`src/rtl/mini_alu_pkg.sv`:
```
// Shared definitions for the registered mini ALU.
// Optional flag outputs are compiled in with the MINI_ALU_FLAGS_EN macro.
package mini_alu_pkg;

  // Default operand/result width (supported range 2..32)
  localparam int MINI_ALU_WIDTH = 5;

  // Operation select encoding
  typedef enum logic [2:0] {
    OP_ADD  = 3'b000,
    OP_SUB  = 3'b001,
    OP_AND  = 3'b010,
    OP_OR   = 3'b011,
    OP_XOR  = 3'b100,
    OP_NOTA = 3'b101,
    OP_SHL  = 3'b110,
    OP_SHR  = 3'b111
  } op_e;

endpackage

```
`src/rtl/mini_alu_core.sv`:
```
// Combinational mini ALU: result and pre-register carry for the selected op.
// All results are truncated to WIDTH; operands are unsigned.
module mini_alu_core
  import mini_alu_pkg::*;
#(
  parameter int WIDTH = MINI_ALU_WIDTH
) (
  input  logic [2:0]       sel,
  input  logic [WIDTH-1:0] ina,
  input  logic [WIDTH-1:0] inb,
  output logic [WIDTH-1:0] result,
  output logic             carry
);

  op_e            op;
  logic [WIDTH:0] sum;
  logic [WIDTH:0] diff;

  assign op   = op_e'(sel);
  // One extra bit holds the ADD carry-out / SUB borrow (set exactly when ina < inb)
  assign sum  = {1'b0, ina} + {1'b0, inb};
  assign diff = {1'b0, ina} - {1'b0, inb};

  // Select the operation result and its carry
  always_comb begin
    result = '0;
    carry  = 1'b0;
    case (op)
      OP_ADD:  begin result = sum[WIDTH-1:0];  carry = sum[WIDTH];  end
      OP_SUB:  begin result = diff[WIDTH-1:0]; carry = diff[WIDTH]; end
      OP_AND:  result = ina & inb;
      OP_OR:   result = ina | inb;
      OP_XOR:  result = ina ^ inb;
      OP_NOTA: result = ~ina;
      OP_SHL:  begin result = {ina[WIDTH-2:0], 1'b0}; carry = ina[WIDTH-1]; end
      OP_SHR:  begin result = {1'b0, ina[WIDTH-1:1]}; carry = ina[0];       end
      default: begin result = '0; carry = 1'b0; end
    endcase
  end

endmodule

```
`src/rtl/mini_alu_mux.sv`:
```
// Registered 8-function mini ALU. out reflects sel/ina/inb sampled at the
// previous rising edge. Define MINI_ALU_FLAGS_EN to add registered carry/zero.
module mini_alu_mux
  import mini_alu_pkg::*;
#(
  parameter int WIDTH = MINI_ALU_WIDTH
) (
  input  logic             clk,
  input  logic             rst_n,
  input  logic [2:0]       sel,
  input  logic [WIDTH-1:0] ina,
  input  logic [WIDTH-1:0] inb,
`ifdef MINI_ALU_FLAGS_EN
  output logic             carry,
  output logic             zero,
`endif
  output logic [WIDTH-1:0] out
);

  logic [WIDTH-1:0] core_result;
  logic             core_carry;

  mini_alu_core #(.WIDTH(WIDTH)) u_core (
    .sel    (sel),
    .ina    (ina),
    .inb    (inb),
    .result (core_result),
    .carry  (core_carry)
  );

  // Result register; synchronous reset wins over any operation
  always_ff @(posedge clk) begin
    if (!rst_n) out <= '0;
    else        out <= core_result;
  end

`ifdef MINI_ALU_FLAGS_EN
  // Flag registers, updated on the same edge as out
  always_ff @(posedge clk) begin
    if (!rst_n) begin
      carry <= 1'b0;
      zero  <= 1'b0;
    end else begin
      carry <= core_carry;
      zero  <= (core_result == '0);
    end
  end
`else
  // Carry is produced by the shared core but has no consumer in this build
  logic carry_unused;
  assign carry_unused = core_carry;
`endif

endmodule

```
`config.mk`:
```
export PLATFORM = sky130hd
export DESIGN_NAME = mini_alu_mux
export DESIGN_NICKNAME = d
export VERILOG_FILES = /design/src/rtl/mini_alu_pkg.sv /design/src/rtl/mini_alu_core.sv /design/src/rtl/mini_alu_mux.sv
export SDC_FILE = /design/constraint.sdc
export NUM_CORES = 1
export LEC_CHECK = 0
export BUFFER_PORTS_ARGS = -buffer_cell sky130_fd_sc_hd__buf_2
export CAP_MARGIN = 15
export CORE_ASPECT_RATIO = 1.25
export CORE_MARGIN = 3
export CORE_UTILIZATION = 25
export CTS_CLUSTER_DIAMETER = 100
export DETAILED_ROUTE_END_ITERATION = 12
export SETUP_SLACK_MARGIN = 0.4
export SYNTH_ARGS = -nofsm -noshare
export SYNTH_HDL_FRONTEND = slang
export SYNTH_HIERARCHICAL = 1
export SYNTH_SLANG_ARGS = --single-unit
```
`constraint.sdc`:
```
create_clock -name clk -period 2.36 [get_ports clk]
set_input_delay 0.236 -clock clk [delete_from_list [all_inputs] [get_ports clk]]
set_output_delay 0.236 -clock clk [all_outputs]
set_load 0.01 [all_outputs]
```
==> impl_metrics.json <==
{
  "outcome": "complete, no violations",
  "syn_inst": 111,
  "cts_buffer_depth": 2,
  "path_depth": 8,
  "crit_arrival_ns": 1.90,
  "p_total_mw": 0.410,
  "htreeDepth": 1,
  "ant_nets": 0,
  "grt_pass1_wl_um": 3520,
  "largest_reg_flops": 5,
  "post-route-drc-count": 0,
  "top_regs": "out: 5 flops",
  "dp_hpwl_um": 1640,
  "avgSynthCellArea_um2": 7.73,
  "nets": 158,
  "critical_path.max_fanout": 3,
  "rsz0062_at_grt": "no",
  "viasPerCell": 5.01,
  "finalMaxSlewViolations": 0,
  "tns_ns": 0,
  "crit_path_start": "ina[0]",
  "post_cts_resized": 0,
  "cellLeakagePower_nw": 0.477,
  "cts_tree": "yes",
  "crit_end": "out[4]$_SDFF_PN0_",
  "setup_violations": 0,
  "dr.pass1.iters": 4,
  "die_y_um": 71.5,
  "crit_chain": "buf_2 > ha_1 > fa_1 > a2111oi_1 > nor3_1 > nand3_1 > nand3b_1 > and2_1",
  "die_area_um2": 4180,
  "holdBufCountCts": 0,
  "clock-sinks": 5,
  "cp_top_family": "adder cells",
  "hold_class": "input pin to flop",
  "post_cts_buffers": 0,
  "required_ns": 2.47,
  "yosysWarnings": 6,
  "ir_drop_mv": 0.304,
  "post-route-period-util": 0.760,
  "final_util": 0.311,
  "root_buffer": "clkbuf_8",
  "antennaDiodeCount": 0,
  "worst_slew_pin_slew_ns": 0.486,
  "vias": 817,
  "crit_buf_inv": 1,
  "area_growth_pct": 17.9,
  "die_x_um": 58.4,
  "wl_per_cell_um": 12.1,
  "hold_depth": 2,
  "core_um2": 3250,
  "synth_fp_nets": 142,
  "grt_usage": 0.104,
  "crit_type": "input pin to flop",
  "crit_path_max_incr_delay_ns": 0.49,
  "grt_max_degree": 26,
  "path_clk_slew_ns": 0.03,
  "row_count": 23,
  "ios": 20,
  "cp_slowest_cell": "a2111oi_1",
  "first_iter_violations": 15,
  "drive_gt1_frac": 0.214,
  "cp-start-kind": "input pin",
  "gp_congestion": 0.814,
  "hold_viol_final": 0,
  "cts_buffers": 3,
  "grt_overflow": 0,
  "fmax_mhz": 558,
  "first_global_vias": 893,
  "io_buffers": 19,
  "power_density_nw_per_um2": 405,
  "cp-end-kind": "flop",
  "wl_um": 1980,
  "synth_area_um2": 858,
  "floorplan.initialDensity": 0.264,
  "regMostFlops": "out",
  "drv_cap": 0,
  "fillers": 370,
  "antenna_found_initial": 0,
  "fin_crit_ns": 1.79,
  "slew_headroom": 0.675
}
==> layer usage <==
layer / GRT usage / share of wire / wire (um)
met4: 0.0515 / 0.0086 / 17
met2: 0.194 / 0.57 / 1130
met3: 0.0144 / 0.035 / 70
met5: 0 / 0 / 0
met1: 0.110 / 0.39 / 765
==> report_power, final <==
part | switching [mW] | internal (mW)
clock network | 0.0384 | 0.116
logic | 0.0891 | 0.0724
registers | 0.00144 | 0.0931
total | 0.129 | 0.281
==> metrics by stage <==
stage / instances / hold WS [ns] / instance area, um2 / setup WS (ns)
floorplan: 111 / 0.358 / 858 / 0.609
global placement: 159 / 0.493 / 961 / 0.392
detailed placement: 159 / 0.493 / 961 / 0.314
CTS: 163 / 0.268 / 1010 / 0.537
global route: 163 / 0.292 / 1010 / 0.420
finish: 163 / 0.265 / 1010 / 0.567
==> worst min path at each step <==
stage	slack, ns	from	end
2_1_floorplan	0.36	rst_n	out[0]$_SDFF_PN0_
3_3_place_gp	0.49	rst_n	out[1]$_SDFF_PN0_
3_5_place_dp	0.49	rst_n	out[4]$_SDFF_PN0_
4_1_cts	0.27	rst_n	out[4]$_SDFF_PN0_
5_1_grt	0.29	rst_n	out[3]$_SDFF_PN0_
6_report	0.26	rst_n	out[4]$_SDFF_PN0_
==> layout by cell type, fill, tap and decap left out, drive strengths merged, types with 2 or more instances in the layout <==
cell	n
buf	19
ha	14
inv	13
nor2b	7
and2	6
nor2	6
a21oi	6
dfxtp	5
nand2	5
nor3	5
clkbuf	4
a221oi	4
a31oi	3
o21ai	3
mux2	3
xnor2	2
nand2b	2
a211oi	2
o21a	2
fa	2
==> cell type report <==
| class | count | area, um2 | area share |
|---|---|---|---|
| Inverter | 13 | 48.8 | 0.0482 |
| Clock buffer | 4 | 45.0 | 0.0445 |
| Tap cell | 37 | 46.3 | 0.0457 |
| Sequential cell | 5 | 100 | 0.0989 |
| Multi-Input combinational cell | 85 | 677 | 0.669 |
| Timing Repair Buffer | 19 | 95.1 | 0.0939 |
(Power assumes the default switching activity.)
